File: src/rtl/tact_pkg.sv
// -----------------------------------------------------------------------------
// tact_pkg
// Shared constants for the tact switch decoder:
//   TACT_ON / TACT_OFF : raw switch levels (the switch is active-low)
//   ST_*               : 3-bit FSM state encoding used by tact_decoder
//   tact_state_t       : type that holds one of the ST_* codes
// No ports (package).
// -----------------------------------------------------------------------------
package tact_pkg;

  localparam logic TACT_ON  = 1'b0;
  localparam logic TACT_OFF = 1'b1;

  typedef logic [2:0] tact_state_t;

  localparam tact_state_t ST_REL     = 3'd0;
  localparam tact_state_t ST_PCHK    = 3'd1;
  localparam tact_state_t ST_PRESSED = 3'd2;
  localparam tact_state_t ST_LONG    = 3'd3;
  localparam tact_state_t ST_RCHK    = 3'd4;

endpackage

File: src/rtl/tact_sync.sv
// -----------------------------------------------------------------------------
// tact_sync
// Two-flop synchronizer for the asynchronous tact switch input. Both flops
// reset to TACT_OFF so a reset never looks like a press.
// Ports:
//   clk_i : board clock
//   rst_i : asynchronous active-high reset
//   d_i   : raw switch level
//   q_o   : synchronized switch level
// -----------------------------------------------------------------------------
module tact_sync
  import tact_pkg::*;
(
  input  logic clk_i,
  input  logic rst_i,
  input  logic d_i,
  output logic q_o
);

  logic meta_q;
  logic sync_q;

  // First flop may go metastable; second flop gives it a full cycle to settle.
  always_ff @(posedge clk_i or posedge rst_i) begin
    if (rst_i) begin
      meta_q <= TACT_OFF;
      sync_q <= TACT_OFF;
    end else begin
      meta_q <= d_i;
      sync_q <= meta_q;
    end
  end

  assign q_o = sync_q;

endmodule

File: src/rtl/tact_decoder.sv
// -----------------------------------------------------------------------------
// tact_decoder
// Turns the raw, bouncing, active-low tact switch into clean one-cycle key
// events: press, long-press, optional auto-repeat and release.
// Optional feature macro: TACT_REPEAT_EN (auto-repeat while in the long state).
// Without it repeat_o is tied low and the repeat counter is not built.
// Parameters:
//   DB_CYCLES     : stable cycles needed to accept an edge (2..2^W_CNT-1)
//   LONG_CYCLES   : debounced hold cycles before the long event
//   REPEAT_CYCLES : auto-repeat period in the long state
//   W_CNT         : width of the internal counters
// Ports:
//   CLK_24MHz : board clock (single clock domain)
//   RST       : asynchronous active-high reset
//   Tact1     : raw switch, low while pressed
//   pressed_o : debounced level, high while the key is accepted as held
//   press_o   : one-cycle pulse on an accepted press
//   long_o    : one-cycle pulse when the hold reaches LONG_CYCLES
//   repeat_o  : one-cycle auto-repeat pulse
//   release_o : one-cycle pulse on an accepted release
// -----------------------------------------------------------------------------
module tact_decoder
  import tact_pkg::*;
#(
  parameter int DB_CYCLES     = 240000,
  parameter int LONG_CYCLES   = 24000000,
  parameter int REPEAT_CYCLES = 4800000,
  parameter int W_CNT         = 25
) (
  input  logic CLK_24MHz,
  input  logic RST,
  input  logic Tact1,
  output logic pressed_o,
  output logic press_o,
  output logic long_o,
  output logic repeat_o,
  output logic release_o
);

  localparam logic [W_CNT-1:0] CNT_ONE   = W_CNT'(1);
  localparam logic [W_CNT-1:0] DB_LAST   = W_CNT'(DB_CYCLES - 1);
  localparam logic [W_CNT-1:0] LONG_LAST = W_CNT'(LONG_CYCLES - 1);
  localparam logic [W_CNT-1:0] REP_LAST  = W_CNT'(REPEAT_CYCLES - 1);

  logic s;

  tact_state_t      state_q, state_d;
  logic [W_CNT-1:0] db_cnt_q, db_cnt_d;
  logic [W_CNT-1:0] hold_cnt_q, hold_cnt_d;
  logic             was_long_q, was_long_d;
  logic             pressed_q, pressed_d;
  logic             press_q, press_d;
  logic             long_q, long_d;
  logic             release_q, release_d;

  tact_sync u_sync (
    .clk_i (CLK_24MHz),
    .rst_i (RST),
    .d_i   (Tact1),
    .q_o   (s)
  );

  // Main key FSM. db_cnt is shared by the press and release checks since
  // only one of them can be active at a time. hold_cnt is left untouched in
  // ST_RCHK so a release glitch does not restart the long-press timer.
  always_comb begin
    state_d    = state_q;
    db_cnt_d   = db_cnt_q;
    hold_cnt_d = hold_cnt_q;
    was_long_d = was_long_q;
    pressed_d  = pressed_q;
    press_d    = 1'b0;
    long_d     = 1'b0;
    release_d  = 1'b0;

    case (state_q)
      ST_REL: begin
        pressed_d = 1'b0;
        if (s == TACT_ON) begin
          state_d  = ST_PCHK;
          db_cnt_d = '0;
        end
      end

      ST_PCHK: begin
        if (s == TACT_OFF) begin
          state_d = ST_REL;
        end else if (db_cnt_q == DB_LAST) begin
          state_d    = ST_PRESSED;
          press_d    = 1'b1;
          pressed_d  = 1'b1;
          hold_cnt_d = '0;
        end else begin
          db_cnt_d = db_cnt_q + CNT_ONE;
        end
      end

      // A release seen in the same cycle as the long terminal count wins.
      ST_PRESSED: begin
        if (s == TACT_OFF) begin
          state_d    = ST_RCHK;
          db_cnt_d   = '0;
          was_long_d = 1'b0;
        end else if (hold_cnt_q == LONG_LAST) begin
          state_d = ST_LONG;
          long_d  = 1'b1;
        end else begin
          hold_cnt_d = hold_cnt_q + CNT_ONE;
        end
      end

      ST_LONG: begin
        if (s == TACT_OFF) begin
          state_d    = ST_RCHK;
          db_cnt_d   = '0;
          was_long_d = 1'b1;
        end
      end

      ST_RCHK: begin
        if (s == TACT_ON) begin
          state_d = was_long_q ? ST_LONG : ST_PRESSED;
        end else if (db_cnt_q == DB_LAST) begin
          state_d   = ST_REL;
          release_d = 1'b1;
          pressed_d = 1'b0;
        end else begin
          db_cnt_d = db_cnt_q + CNT_ONE;
        end
      end

      default: begin
        state_d   = ST_REL;
        pressed_d = 1'b0;
      end
    endcase
  end

  always_ff @(posedge CLK_24MHz or posedge RST) begin
    if (RST) begin
      state_q    <= ST_REL;
      db_cnt_q   <= '0;
      hold_cnt_q <= '0;
      was_long_q <= 1'b0;
      pressed_q  <= 1'b0;
      press_q    <= 1'b0;
      long_q     <= 1'b0;
      release_q  <= 1'b0;
    end else begin
      state_q    <= state_d;
      db_cnt_q   <= db_cnt_d;
      hold_cnt_q <= hold_cnt_d;
      was_long_q <= was_long_d;
      pressed_q  <= pressed_d;
      press_q    <= press_d;
      long_q     <= long_d;
      release_q  <= release_d;
    end
  end

  assign pressed_o = pressed_q;
  assign press_o   = press_q;
  assign long_o    = long_q;
  assign release_o = release_q;

`ifdef TACT_REPEAT_EN
  logic [W_CNT-1:0] rep_cnt_q, rep_cnt_d;
  logic             repeat_q, repeat_d;

  // Auto-repeat timer. It restarts on the long event, runs only in ST_LONG
  // and therefore holds its value while a release is being confirmed.
  always_comb begin
    rep_cnt_d = rep_cnt_q;
    repeat_d  = 1'b0;
    if (long_d) begin
      rep_cnt_d = '0;
    end else if (state_q == ST_LONG) begin
      if (rep_cnt_q == REP_LAST) begin
        repeat_d  = 1'b1;
        rep_cnt_d = '0;
      end else begin
        rep_cnt_d = rep_cnt_q + CNT_ONE;
      end
    end
  end

  always_ff @(posedge CLK_24MHz or posedge RST) begin
    if (RST) begin
      rep_cnt_q <= '0;
      repeat_q  <= 1'b0;
    end else begin
      rep_cnt_q <= rep_cnt_d;
      repeat_q  <= repeat_d;
    end
  end

  assign repeat_o = repeat_q;
`else
  logic unused_rep_last;

  assign repeat_o        = 1'b0;
  assign unused_rep_last = ^REP_LAST;
`endif

endmodule

File: config.mk
export PLATFORM = sky130hd
export DESIGN_NAME = tact_decoder
export DESIGN_NICKNAME = d
export VERILOG_FILES = /design/src/rtl/tact_pkg.sv /design/src/rtl/tact_sync.sv /design/src/rtl/tact_decoder.sv
export SDC_FILE = /design/constraint.sdc
export NUM_CORES = 1
export LEC_CHECK = 0
export CORE_MARGIN = 1
export CORE_UTILIZATION = 56
export CTS_CLUSTER_SIZE = 8
export DETAILED_ROUTE_END_ITERATION = 8
export PLACE_DENSITY_LB_ADDON = 0.25
export SYNTH_ARGS = -nofsm -noshare
export SYNTH_HDL_FRONTEND = slang
export SYNTH_HIERARCHICAL = 1
export SYNTH_SLANG_ARGS = --single-unit
File: constraint.sdc
create_clock -name CLK_24MHz -period 5.1 [get_ports CLK_24MHz]
set_clock_uncertainty 0.05 [all_clocks]
set_input_delay 0.51 -clock CLK_24MHz [delete_from_list [all_inputs] [get_ports CLK_24MHz]]
set_output_delay 0.51 -clock CLK_24MHz [all_outputs]
set_load 0.05 [all_outputs]
== After elaboration in Yosys (flattened, before gate mapping) ==
Cells that the tools add are included.

* Bitwise logic cells: 1
* Add/sub/neg operators: 2
* Equal/unequal tests: 19
* Reductions and logical operators: 10
* Multiplexer cells: 37

{| class="wikitable"
|+ Operators by type and width
! kind !! count
|-
| $mux 25 || 9
|-
| $pmux 25 s4 || 1
|-
| $add 25x1->25 const B || 2
|-
| $pmux 25 s2 || 1
|-
| $eq 25x18->1 const B || 1
|-
| $eq 25x25->1 const B || 1
|-
| $mux 3 || 8
|-
| $reduce_and 5->1 || 4
|-
| $mux 1 || 15
|-
| $pmux 3 s5 || 1
|-
| $ne 2x2->1 const B || 6
|-
| $ne 2x1->1 const B || 4
|-
| $eq 3x2->1 const B || 2
|-
| $ne 3x2->1 const B || 2
|-
| $reduce_bool 2->1 || 2
|-
| $reduce_bool 4->1 || 1
|-
| $eq 3x1->1 const B || 1
|-
| $eq 3x3->1 const B || 1
|-
| $logic_not 3->1 || 1
|-
| $ne 3x3->1 const B || 1
|-
| $pmux 1 s3 || 1
|-
| $reduce_and 3->1 || 1
|-
| $pmux 1 s2 || 1
|-
| $reduce_or 2->1 || 1
|-
| $not 1->1 || 1
|}

* Register bits after elaboration: 60
* Bits of input ports: 3
* Output and inout port bits: 5
* Word-level logic and storage cells: 79

== Longest topological paths before layout ==
* Depth in word-level cells: 4
* Mapped depth: 9
* Mapped depth without buffers: 7

== Modules after synthesis ==
Netlist, hierarchy kept.

{| class="wikitable"
|+ By module, submodules not included
! module !! cells an instance !! area an instance (µm²) !! seq. area each (µm²) !! instances
|-
| tact_decoder || 355 || 3263.1 || 1451.4 || 1
|-
| tact_sync || 3 || 56.3 || 52.6 || 1
|}

== Worst setup path after synthesis ==
OpenSTA, ideal clock, no wires.

* Kind: register -> register
* Start: reg db_cnt_q[0]
* End: reg hold_cnt_q[20]
* Data arrival time: 1.879 ns
* Buffers on the path: 1
* Stages on the path, launching flop included: 9
* Clock period less this slack: 2.059 ns
* Required time: 4.921 ns
* Slack: 3.041 ns
* Setup time: 0.129 ns
* Path through: dfrtp_1 -> ha_1 -> and2_0 -> buf_2 -> nand4_1 -> or4_4 -> a2111oi_4 -> xnor2_1 -> nor2_2

* Longest elaborated chain between the ends: 3

{| class="wikitable"
|+ RTL lines
! item !! RTL line !! RTL
|-
| start: declaration || tact_decoder.sv:48 || <nowiki>logic [W_CNT-1:0] db_cnt_q, db_cnt_d;</nowiki>
|-
| start signal: assignment || tact_decoder.sv:151 || <nowiki>db_cnt_q <= db_cnt_d;</nowiki>
|-
| $eq 25x18->1 || tact_decoder.sv:88 || <nowiki>end else if (db_cnt_q == DB_LAST) begin</nowiki>
|-
| $ne 2x2->1 (no line) || -- ||
|-
| $reduce_and 5->1 (no line) || -- ||
|-
| end signal: assignment || tact_decoder.sv:152 || <nowiki>hold_cnt_q <= hold_cnt_d;</nowiki>
|-
| end: declaration || tact_decoder.sv:49 || <nowiki>logic [W_CNT-1:0] hold_cnt_q, hold_cnt_d;</nowiki>
|}

No other way between the ends.
A chain may end at the register's enable or synchronous reset.

== Final worst setup path ==
* Start: reg db_cnt_q[0]
* End: reg hold_cnt_q[0]

Same word-level chain as after synthesis.

==> results.cfg <==
[timing]
finalHoldViolations = 0
final-max-slew-violation-count = 0
setup_violations_final = 0
grt_setup_unrepaired = false
final_critical_path_setup_slack_ns = 2.337
final_period_minus_worst_setup_slack_ns = 2.763
timing.final.crit_share = 0.5419
timing_worst_slew_pin_value_ns = 1.157
finalSetupTns_ns = 0
max_freq_mhz = 361.9
maxSlewHeadroom = 0.2225

[setup_path]
endpoint = hold_cnt_q[0]
cp-start-kind = flop
critPathRequiredTime_ns = 5.25
worst_ep_arrival_time_ns = 2.92
worstPathMaxFanout = 13
slowest_delay_ns = 0.99
reg2reg_depth = 7
critical_path_class = reg -> reg
r2r_end = hold_cnt_q[0]
path_cells = ha_1, and2_0, nand3_1, nor4_2, nor2_1, nand2_1, o21ai_0
endpoint_kind = flop
worst_case_register_to_register_setup_slack_ns = 2.34
timing.critical_path.from = db_cnt_q[0]
source_of_the_worst_register_to_register_timing_path = db_cnt_q[0]
worst_path_max_delay_cell = nor4_2

[grt]
grt_max_degree = 59
grt_use_met3 = 0.06092
met1_layer_usage_reported_by_global_route = 0.3094
grt_use_total = 0.2539
grt_busiest_layer = met2
antenna_found_initial = 0
grt.overflow.total = 0
grt_first_pass_wirelength_um = 12190
first_global_vias = 2705
grtUsageMet2 = 0.4328

[pwr]
p_leak_uw = 0.001414
vdd_ir_drop_max_uv = 176.3
power_per_cell_area_nw_per_um2 = 275.9

[synthesis]
yosysSeqAreaShare = 0.4531
postSynthNetCount = 363
synth_enable_flop_cells = 0
post_synth_instance_area_sq_um = 3319
ys.warnings.count = 6
avgSynthCellArea_sq_um = 9.272
synth_seq_cells = 60
synth.lib_cells_used.distinct = 58
postSynthCellCount = 358
synthArstFlopShare = 1.000
synth_top_flop_cell = dfrtp_1

[min_path]
min-delay-path-class = reg -> reg

[placed_design]
place_worst_setup_slack_ns = 2.351
dp_hpwl_um = 4636
dpl_cell_area_sq_um = 3437
portBuffers = 6
place_congestion = 0.8271

[floorplan]
core.rowCount = 27
chipWidth_um = 78.99
chipHeight_um = 78.99
pin_count = 8
core_outline_area_sq_um = 5608
dieArea_sq_um = 6239
starting_density_of_the_core = 0.5919

[clocking]
clockRootBuffer = clkbuf_8
clock_buffer_count_from_cts = 9
cts_post_setup_buffers_inserted = 0
cts.sinks = 60
cts_tree = done
cts_hold_repair.buffers = 0
ctsHtreeMaxLevel = 3
postCtsResizedCells = 0
clkSlewWorstSetupHoldPaths_ns = 0.07
clk_latency_ns = 0.34
ctsLongestPathBuffers = 2

[drt]
number_of_vias_after_detailed_routing = 2696
viasPerCell = 6.100
ant_nets = 0
drt_first_iter_violations = 136
drt-wirelength-per-cell_um = 15.80
route.final.wire_length_um = 6983
drt_pass1_iterations = 5
drc_errors = 0

[final_layout]
multiInputGateArea_sq_um = 1708
final_design_utilization = 0.6531
n_fill_cell = 477
nNetsFinal = 370
regArea_sq_um = 1504
antenna_cells = 0
finalInstanceArea_sq_um = 3662
drive_gt1_frac = 0.1162
syn_to_final_growth_pct = 10.33

[job]
reported_max_cap_violation_count = 0

[status]
run_status = finished, final reports clean
## per-stage QoR
stage / hold slack (ns) / instances / power, uW
2_1_floorplan: 0.2952 / 358 / 521.3
3_3_place_gp: 0.2960 / 426 / 530.5
3_5_place_dp: 0.2972 / 426 / 531.8
4_1_cts: 0.3074 / 442 / 1016
5_1_grt: 0.3122 / 442 / 1046
6_report: 0.3064 / 442 / 1011
## worst max-delay path: cells and delay by family (launching register included)
family                     cells  cell delay (ns)
adders and majority gates      1             0.20
DFF                            1             0.39
and+or+nand+nor                5             1.89
AOI/OAI and AO/OA              1             0.10
## worst min path at each step
stage | depth (start not counted) | end | startpoint
floorplan | 0 | u_sync/q_o | u_sync/meta_q
global placement | 0 | u_sync/q_o | u_sync/meta_q
detailed placement | 0 | u_sync/q_o | u_sync/meta_q
CTS | 0 | u_sync/q_o | u_sync/meta_q
global route | 0 | u_sync/q_o | u_sync/meta_q
finish | 0 | u_sync/q_o | u_sync/meta_q
## cell usage after synthesis, drive strengths merged, types with 4 or more instances
master | count | area, sq um
a211oi | 9 | 67.56
a21oi | 22 | 117.6
and3 | 4 | 25.02
and4 | 5 | 46.29
buf | 6 | 31.28
clkbuf | 6 | 22.52
dfrtp | 58 | 1451
inv | 16 | 60.06
nand2 | 25 | 93.84
nand2b | 4 | 25.02
nand3 | 20 | 100.1
nand4 | 14 | 87.58
nor2 | 48 | 182.7
nor3 | 15 | 75.07
nor4 | 8 | 65.06
o21ai | 14 | 73.82
or2 | 5 | 31.28
or3 | 5 | 31.28
xnor2 | 32 | 280.3
## registers in the layout, summed over array words and instances, names as in the netlist
register	flops
state_q	3
release_o	1
pressed_o	1
press_o	1
long_o	1
u_sync/meta_q	1
hold_cnt_q	25
was_long_q	1
u_sync/q_o	1
db_cnt_q	25
## layout by cell type (no fill, tap or decap), drive strengths merged, types with 3 or more instances in the layout
| master | instances |
|---|---|
| a2111oi | 3 |
| a211oi | 9 |
| a21o | 3 |
| a21oi | 22 |
| and3 | 4 |
| and4 | 5 |
| clkbuf | 10 |
| clkdlybuf4s50 | 6 |
| clkinvlp | 3 |
| dfrtp | 58 |
| inv | 16 |
| nand2 | 25 |
| nand2b | 4 |
| nand3 | 20 |
| nand4 | 14 |
| nor2 | 48 |
| nor3 | 15 |
| nor4 | 8 |
| nor4b | 3 |
| o21ai | 14 |
| or2 | 5 |
| or3 | 5 |
| xnor2 | 32 |
## report_power, final
part | internal (uW) | switching, uW
combinational | 8.71 | 27.6
sequential | 481 | 4.97
clock | 287 | 201
## cell type report
type,instances,area share
multi-input combinational,270,0.4663
clock buffer,10,0.03758
clock inverter,6,0.02392
inverter,16,0.01640
tap,72,0.02460
timing repair buffer,8,0.02050
sequential,60,0.4107
## cells by family (layout without fill, tap and decap cells)
logic type,Yosys count,in the layout,synth area share
buffers and inverters,28,40,0.03430
AND/OR/NAND/NOR,168,168,0.2789
flip-flops,60,60,0.4531
other,1,1,0.001130
multiplexers,1,1,0.003016
AO/OA/AOI/OAI,65,65,0.1349
adder cells (fa/ha/maj),2,2,0.007537
XOR/XNOR,33,33,0.08707
## metal layers
layer | share of wire | routed length, um | vias up
met5 | 0 | 0 | -
met4 | 0.0095 | 66 | 0
met3 | 0.044 | 305 | 8
met2 | 0.50 | 3487 | 77
met1 | 0.45 | 3123 | 1311
li1 | - | - | 1300
No activity file was read; power rests on OpenSTA's default activity.
